### src/rtl/serial_subtractor_ctrl.sv
// Bit-serial subtractor with IDLE/SHIFT/DONE control, one bit per cycle.
// Optional unsigned saturation on underflow: define SERIAL_SUB_CLAMP_EN.
module serial_subtractor_ctrl #(
  parameter int WIDTH = 8
) (
  input  logic             clk,
  input  logic             rst_n,
  input  logic             start,
  input  logic [WIDTH-1:0] a,
  input  logic [WIDTH-1:0] b,
  output logic             ready,
  output logic             busy,
  output logic             done,
  output logic [WIDTH-1:0] diff,
  output logic             borrow
);

  localparam int CW = (WIDTH > 2) ? $clog2(WIDTH) : 1;

  typedef enum logic [1:0] {
    IDLE  = 2'd0,
    SHIFT = 2'd1,
    DONE  = 2'd2
  } state_t;

  state_t state;
  state_t state_nx;

  logic [WIDTH-1:0] a_sh;
  logic [WIDTH-1:0] b_sh;
  logic [WIDTH-1:0] r_sh;
  logic [CW-1:0]    cnt;
  logic             bin;

  logic             ai;
  logic             bi;
  logic             x;
  logic             b1;
  logic             b2;
  logic             d;
  logic             bout;
  logic             last;
  logic [WIDTH-1:0] r_nx;
  logic [WIDTH-1:0] diff_nx;

  assign ai   = a_sh[0];
  assign bi   = b_sh[0];
  assign x    = ai ^ bi;
  assign b1   = ~ai & bi;
  assign d    = x ^ bin;
  assign b2   = ~x & bin;
  assign bout = b1 | b2;

  assign last = (cnt == CW'(WIDTH - 1));
  assign r_nx = {d, r_sh[WIDTH-1:1]};

`ifdef SERIAL_SUB_CLAMP_EN
  assign diff_nx = bout ? '0 : r_nx;
`else
  assign diff_nx = r_nx;
`endif

  always_comb begin
    state_nx = state;
    unique case (state)
      IDLE:    if (start) state_nx = SHIFT;
      SHIFT:   if (last) state_nx = DONE;
      DONE:    state_nx = IDLE;
      default: state_nx = IDLE;
    endcase
  end

  always_ff @(posedge clk or negedge rst_n) begin
    if (!rst_n) begin
      state <= IDLE;
    end else begin
      state <= state_nx;
    end
  end

  // Datapath: operands shift right, result fills from the MSB side.
  always_ff @(posedge clk or negedge rst_n) begin
    if (!rst_n) begin
      a_sh   <= '0;
      b_sh   <= '0;
      r_sh   <= '0;
      cnt    <= '0;
      bin    <= 1'b0;
      diff   <= '0;
      borrow <= 1'b0;
    end else begin
      unique case (state)
        IDLE: begin
          if (start) begin
            a_sh <= a;
            b_sh <= b;
            r_sh <= '0;
            cnt  <= '0;
            bin  <= 1'b0;
          end
        end
        SHIFT: begin
          a_sh <= a_sh >> 1;
          b_sh <= b_sh >> 1;
          r_sh <= r_nx;
          bin  <= bout;
          if (last) begin
            cnt    <= '0;
            diff   <= diff_nx;
            borrow <= bout;
          end else begin
            cnt <= cnt + CW'(1);
          end
        end
        default: ;
      endcase
    end
  end

  assign ready = (state == IDLE);
  assign busy  = (state == SHIFT);
  assign done  = (state == DONE);

endmodule

### config.mk
export PLATFORM = sky130hd
export DESIGN_NAME = serial_subtractor_ctrl
export DESIGN_NICKNAME = d
export VERILOG_FILES = /design/src/rtl/serial_subtractor_ctrl.sv
export SDC_FILE = /design/constraint.sdc
export NUM_CORES = 1
export LEC_CHECK = 0
export CORE_UTILIZATION = 46
export CTS_CLUSTER_SIZE = 14
export DETAILED_ROUTE_END_ITERATION = 6
export MAX_ROUTING_LAYER = met4
export PLACE_DENSITY = 0.84
export SETUP_SLACK_MARGIN = 0.4
export SLEW_MARGIN = 10
export SYNTH_ARGS = -nofsm -noshare
export SYNTH_HDL_FRONTEND = slang
export SYNTH_SLANG_ARGS = --single-unit
### constraint.sdc
create_clock -name clk -period 1.5 [get_ports clk]
set_clock_uncertainty 0.2 [all_clocks]
set_input_delay 0.15 -clock clk [delete_from_list [all_inputs] [get_ports clk]]
set_output_delay 0.15 -clock clk [all_outputs]
set_load 0.01 [all_outputs]
==> results.md, run 1 <==
- Share of post-route cells with drive strength above 1: 53.81%
- Combinational Power Share: just over 50%
- Worst hold slack after final layout: 132.5 ps
- Combinational family with the most area after synthesis: compound AO/OA/AOI/OAI gates
- Clock transition at the register clock pins on the worst setup and hold paths after CTS: approximately 110 ps
- Filler Cell Count: approximately 180
- Slew Limit Headroom: around 80%
- Residual antenna-violating net count after detailed routing: 0
- Count of placed standard cells in the final layout, fillers left out: ~260
- Placeable core area: roughly 3400 sq um
- Delay of the slowest cell on the worst path: 440 ps
- Worst slew pin tran: about 300 ps
- DRC violations left: 0
- Final min period: between 1500 and 2000 ps
- Internal Dissipation: between 3 and 4 mW
- Worst setup path startpoint: state[1]
- Highest clock rate: 606.2 MHz
- FF-to-FF Start: state[1]
- Most numerous cell on the critical path: buf_6
- Part of the total power dissipated in sequential elements: between 30% and 40%
- Worst IR drop on VDD: between 1000 and 1500 uV
- Switching power: 1.956 mW
- Switching power share of the total: between 30% and 40%
- Worst Reg2Reg Path Length in Cells: 5
- Register bit count reported by yosys: 38
- Final critical-path setup slack: -149.7 ps
- Area Overhead vs Synth: 59.07%
- Avg Synthesized Cell Area: 12.32 sq um
- First-pass GRT wire length: between 8 and 9 mm
- Highest-delay cell along the critical path: dfrtp_1
- Per-cell routed wire length: between 20 and 25 microns
- Critical path startpoint category: flip-flop
- Total CTS buffers: 5
- Max Cap Violations: 0
- LEAKAGE: ~1.2 nW
- Mapped Cells: around 140
- I/O Pins: 31
- Starting utilization of the core area: slightly below 50%
- Crit path capture type: flip-flop
- Critical Path AT: 1690 ps
- Cells along the critical path: buf_6 -> buf_6 -> buf_6 -> nand3b_4 -> mux2_4
- Placement Cell Area: around 2200 sq um
- Routed wire length: 5.298 mm
- Most frequent standard cell in the layout excluding fill and tap cells: dfrtp_1
- Post-detail-place hpwl: between 2 and 3 mm
- Violations in the final reports: setup timing
- Row cnt: 21
- Net count, final: approximately 230
- Cell area power density: just under 2000 nW/um^2
- Multiplexer fraction of the synthesized cell area: ~6.9%
- Register area share after synthesis: 56.76%
- Grt ovf: 0
- Height of the chip: 62.35 microns
- Number of buffers between clock root and the deepest sink: 2
- Synthesized-area fraction occupied by ao, oa, aoi and oai cells: approximately 22%
- Final hold violations: 0
- CTS tree: built
- Final period util: 110.0%
- Overall track demand over capacity in global routing: between 20 and 30%
- Setup repair after global routing missed its margin: true
- Vias post-DR: between 1,500 and 2,000
- Synthesized area: 1675 sq um
- 1st-pass router iterations: 4
- Total instance count after detailed placement: between 200 and 250
- DR iter-0 viols: between 100 and 150
- Mapped Nets: approximately 160
- Clock power frac: approximately an eighth
- Number of sinks on the clock net: 38
- Number of distinct library cells after synthesis: 24
- Antenna cell count: 0
- Critical path start-end classification: flip-flop to flip-flop
- Basic-gate share of the synthesized area counting and, or, nand and nor cells: 6.049%
- Largest net degree at the start of global routing: 39
- Port Buffers: 30
- Crit Path Max Fanout: 5
- Share of the core filled with cells: about 80%
- Floorplan die width: between 60 and 70 microns
- Number of setup violations in the final report: 29
- Routability congestion estimate from global placement: approximately 0.86
- Synthesis warning total: 0
- Initial antenna violation count: 0
- Arithmetic-cell share of the synthesized area counting full adders, half adders and majority gates: 2.689%
- Class of the tightest hold or removal check: input pin to async pin
- Status: complete, but fails checks
- Number of global-route vias before repair: between 1,500 and 2,000
- Max-slew violation total from the final report: 0
- Die area: 3888 sq um
- Summed area of non-filler cells in the final layout: between 2000 and 3000 sq um
- Number of vias per cell after detailed routing: between 5 and 6
- XOR/XNOR share of the synthesized area: 0%
- Maximum level of the CTS H-tree: 2
- Commonest non-fill, non-tap cells in the layout: dfrtp_1, buf_4, clkdlybuf4s50_1
- Cell chosen for the clock root: clkbuf_4
- Clock latency reported for the late side of the worst-skew pair: about 340 ps
- CP required: approximately 1500 ps
## synth_stat cells
| library cell | n | area, sq um |
|---|---|---|
| a21oi_1 | 12 | 60.06 |
| a22o_1 | 9 | 78.83 |
| buf_2 | 3 | 15.01 |
| buf_4 | 2 | 15.01 |
| buf_6 | 4 | 45.04 |
| clkbuf_1 | 1 | 3.750 |
| dfrtp_1 | 38 | 950.9 |
| fa_1 | 1 | 20.02 |
| ha_1 | 2 | 25.02 |
| inv_1 | 5 | 18.77 |
| inv_2 | 1 | 3.750 |
| mux2_2 | 1 | 11.26 |
| mux2_4 | 7 | 105.1 |
| nand2_1 | 4 | 15.01 |
| nand2b_1 | 2 | 12.51 |
| nand3b_1 | 3 | 22.52 |
| nand3b_4 | 1 | 20.02 |
| nor2_1 | 5 | 18.77 |
| nor2b_1 | 2 | 12.51 |
| o21ai_0 | 5 | 25.02 |
| o21bai_2 | 1 | 11.26 |
| o221a_2 | 3 | 33.78 |
| o22ai_1 | 23 | 143.9 |
| o31ai_1 | 1 | 7.510 |
## cell type report
cell class / instances / area (sq um) / share of cell area (%)
clock buffer: 5 / 37.54 / 1.408
inverter: 6 / 32.53 / 1.221
timing repair buffer: 73 / 653.1 / 24.51
clock inverter: 3 / 40.04 / 1.502
tap: 46 / 57.56 / 2.160
sequential: 38 / 952.2 / 35.73
multi-input combinational: 85 / 892.1 / 33.47
## flip-flops by register name (all words and copies together), names as in the netlist
| name | flops |
|---|---|
| r_sh | 7 |
| cnt | 3 |
| diff | 8 |
| bin | 1 |
| b_sh | 8 |
| a_sh | 8 |
| state | 2 |
| borrow | 1 |
## worst paths after layout
kind	slack (ps)	end
min reg2reg	330	diff[4]
max reg2reg	-150	diff[3]
max in group asynchronous	800	a_sh[6]
min	130	diff[1]
max	-150	diff[3]
min in group clk	160	b_sh[7]
## worst max-delay path: cells and delay by family, from the launching register on
kind | cells | cell delay [ps]
buffers and inverters | 3 | 370
DFF | 1 | 440
muxes | 1 | 330
and+or+nand+nor | 1 | 220
## per-stage QoR
step	setup slack (ps)	total power [mW]	TNS, ps
finish	-149.7	5.242	-2191
global route	-168.4	5.522	-3111
CTS	-122.0	4.910	-1323
detailed placement	-121.5	3.945	-2952
global placement	-57.40	3.766	-980.4
floorplan	-50.04	3.161	-350.2
## power groups by stage
| stage | registers, mW | clock network, mW | logic (mW) |
|---|---|---|---|
| after detailed placement | 1.87 | 0 | 2.08 |
| final | 1.91 | 0.682 | 2.65 |
| after floorplan | 1.80 | 0 | 1.36 |
| after CTS | 1.86 | 0.705 | 2.35 |
| after global placement | 1.83 | 0 | 1.94 |
| after global routing | 1.95 | 0.745 | 2.83 |
## repair_timing
item,in CTS,in global routing
hold buffers,1,0
endpoints found under the setup margin,50,88
gates resized for setup,80,16
pin swaps,13,5
hold endpoints to repair,38,0
cloned,2,2
buffers inserted,14,5
## routing by layer
| metal | wire length, microns | up-vias | track usage [%] |
|---|---|---|---|
| met3 | 330 | 11 | 6.434 |
| met5 | 0 | - | - |
| met2 | 2663 | 83 | 45.05 |
| met4 | 95 | 0 | 8.140 |
| li1 | - | 660 | - |
| met1 | 2208 | 772 | 36.67 |
## cells by family after synthesis
group,count (synthesis)
simple gates,17
mux,8
flops,38
compound gates,54
fa+ha+maj,3
buf+inv,16
No activity file was read; power rests on OpenSTA's default activity.
==> run 2: changes to the inputs <==
--- a/config.mk
+++ b/config.mk
@@ -8,10 +8,11 @@
 export CORE_UTILIZATION = 46
 export CTS_CLUSTER_SIZE = 14
 export DETAILED_ROUTE_END_ITERATION = 6
+export GPL_ROUTABILITY_DRIVEN = 0
 export MAX_ROUTING_LAYER = met4
 export PLACE_DENSITY = 0.84
 export SETUP_SLACK_MARGIN = 0.4
-export SLEW_MARGIN = 10
+export SLEW_MARGIN = 20
 export SYNTH_ARGS = -nofsm -noshare
 export SYNTH_HDL_FRONTEND = slang
 export SYNTH_SLANG_ARGS = --single-unit
==> results of run 2 <==
No change in the layout: final DEF, timing and power equal those of run 1.
==> run 3: changes to the inputs <==
--- a/config.mk
+++ b/config.mk
@@ -12,6 +12,7 @@
 export MAX_ROUTING_LAYER = met4
 export PLACE_DENSITY = 0.84
 export SETUP_SLACK_MARGIN = 0.4
+export SKIP_LAST_GASP = 1
 export SLEW_MARGIN = 20
 export SYNTH_ARGS = -nofsm -noshare
 export SYNTH_HDL_FRONTEND = slang
==> constraint.sdc (replaced) <==
create_clock -name clk -period 1.45 [get_ports clk]
set_clock_uncertainty 0.2 [all_clocks]
set_input_delay 0.145 -clock clk [delete_from_list [all_inputs] [get_ports clk]]
set_output_delay 0.145 -clock clk [all_outputs]
set_load 0.01 [all_outputs]
==> results.md, run 3 (synthesis gave the netlist of run 1 again) <==
- Crit path capture type: flip-flop
- Residual antenna-violating net count after detailed routing: 0 (unchanged)
- Status: complete, but fails checks
- Starting utilization of the core area: 49.05% (unchanged)
- Final critical-path setup slack: -123.3 ps (+26.39 ps)
- Worst Reg2Reg Path Length in Cells: 4 (-1)
- Height of the chip: 62.35 microns (unchanged)
- Largest net degree at the start of global routing: 39 (unchanged)
- Registers with the most flip-flops: a_sh: 8 flops, b_sh: 8 flops, diff: 8 flops
- Initial antenna violation count: 0 (unchanged)
- Area Overhead vs Synth: 65.35%
- Number of setup violations in the final report: 28 (-3.4%)
- Number of global-route vias before repair: 1,535 (-2.4%)
- Total instance count after detailed placement: 222 (-1.3%)
- Storage element area: 952.2 sq um (unchanged)
- I/O Pins: 31 (unchanged)
- Power, Total: 6.064 mW (+16%)
- DR iter-0 viols: 146 (+40%)
- Worst hold slack after final layout: -55.16 ps (-187.7 ps)
- Crit Path Max Fanout: 5 (unchanged)
- LEAKAGE: 1.238 nW (-0.33%)
- Class of the tightest hold or removal check: input pin to async pin
- Max-slew violation total from the final report: 0 (unchanged)
- Final min period: 1573 ps (-76.39 ps)
- Final period util: 108.5% (-1.5 points)
- First-pass GRT wire length: 8.238 mm (+1.8%)
- Share of post-route cells with drive strength above 1: 57.21% (+3.4 points)
- End of the worst register-to-register path: diff[4]
- Max Cap Violations: 0 (unchanged)
- Area of the multi-input gates: 912.1 sq um (+2.2%)
- Number of buffers between clock root and the deepest sink: 2 (unchanged)
- Placeable core area: 3416 sq um (unchanged)
- Antenna cell count: 0 (unchanged)
- Clock transition at the register clock pins on the worst setup and hold paths after CTS: 130 ps (+20 ps)
- FF-to-FF Start: cnt[0]
- Violations in the final reports: hold timing, setup timing
- Per-cell routed wire length: 22.59 microns (+9.2%)
- Critical path start-end classification: flip-flop to flip-flop
- Die area: 3888 sq um (unchanged)
- Most frequent standard cell in the layout excluding fill and tap cells: dfrtp_1
- CTS tree: built
- Summed negative setup slack over all endpoints: -1465 ps (+726.6 ps)
- Slew Limit Headroom: 79.01% (-0.96 points)
- Commonest non-fill, non-tap cells in the layout: dfrtp_1, buf_4, clkdlybuf4s50_1
- DRC violations left: 0 (unchanged)
- Row cnt: 21 (unchanged)
- Worst setup path startpoint: cnt[0]
- Port Buffers: 30 (unchanged)
- Number of sinks on the clock net: 38 (unchanged)
- Summed area of non-filler cells in the final layout: 2770 sq um (+3.9%)
- Overall track demand over capacity in global routing: 30.19% (+1.8 points)
- Floorplan die width: 62.35 microns (unchanged)
- Routed wire length: 5.739 mm (+8.3%)
- Worst IR drop on VDD: 1272 uV (+25%)
- Worst slew pin tran: 314.8 ps (+15.27 ps)
- Maximum level of the CTS H-tree: 2 (unchanged)
- Cell chosen for the clock root: clkbuf_4
- Clock latency reported for the late side of the worst-skew pair: 380 ps (+40 ps)
- Count of placed standard cells in the final layout, fillers left out: 254 (-0.78%)
- Highest clock rate: 635.6 MHz (+4.9%)
- Net count, final: 229 (-0.87%)
- Critical Path AT: 1640 ps (-50 ps)
- Setup repair after global routing missed its margin: true
- CP required: 1520 ps (-20 ps)
- Final hold violations: 38 (+38)
- Register-to-register setup slack: -120 ps (+30 ps)
- Grt ovf: 0 (unchanged)
- Post-detail-place hpwl: 2.745 mm (-0.49%)
- Total CTS buffers: 5 (unchanged)
- Critical path startpoint category: flip-flop
- Cell area power density: 2189 nW/um^2 (+11%)
- Placement Cell Area: 2252 sq um (+0.45%)
- 1st-pass router iterations: 4 (unchanged)
- Vias post-DR: 1,527 (+0.066%)
- Number of vias per cell after detailed routing: 6.012 (+0.85%)
- Filler Cell Count: 176 (-4.3%)
run 3: worst max-delay path, cell delays in order, from the launching register on:
cell and delay [ps]:
dfrtp_1 410, ha_2 210, ha_4 190, nand3b_4 140, mux2_4 310
run 3: report_power, final:
group | switching [mW] | internal [mW] | leakage (nW)
logic | 1.48 | 1.86 | 0.731
clock network | 0.397 | 0.361 | 0.0374
registers | 0.440 | 1.53 | 0.469
total | 2.31 | 3.75 | 1.24
run 3: worst max-delay path by stage:
stage	to	slack [ps]
after detailed placement	cnt[0]	-170
after global routing	diff[6]	-190
after CTS	diff[0]	-80
after floorplan	diff[0]	-100
final	diff[4]	-120
after global placement	busy	-100
run 3: what timing repair did:
action	CTS	global route
gates cloned	3	0
setup endpoints to repair	50	50
pin swaps	10	13
hold endpoints to repair	38	38
gates resized for setup	81	28
buffers inserted	11	10
run 3: final cells by class:
class / instances / area share, %
timing repair buffer: 72 / 26.38
sequential: 38 / 34.37
tap: 46 / 2.078
multi-input combinational: 84 / 32.93
clock inverter: 3 / 1.626
clock buffer: 5 / 1.355
inverter: 6 / 1.265
run 3: layer usage:
metal | vias up | track usage (%) | wire length [microns]
met5 | - | - | 0
met4 | 0 | 18.90 | 351
met3 | 30 | 7.353 | 276
met2 | 86 | 49.04 | 2936
met1 | 760 | 33.37 | 2174
li1 | 651 | - | -
run 3: stage by stage:
stage	setup slack [ps]	utilization, %
after global placement	-98.81	65.93
after detailed placement	-169.4	65.93
final	-123.3	81.10
after global routing	-185.2	81.10
after CTS	-84.11	74.98
after floorplan	-100.0	-
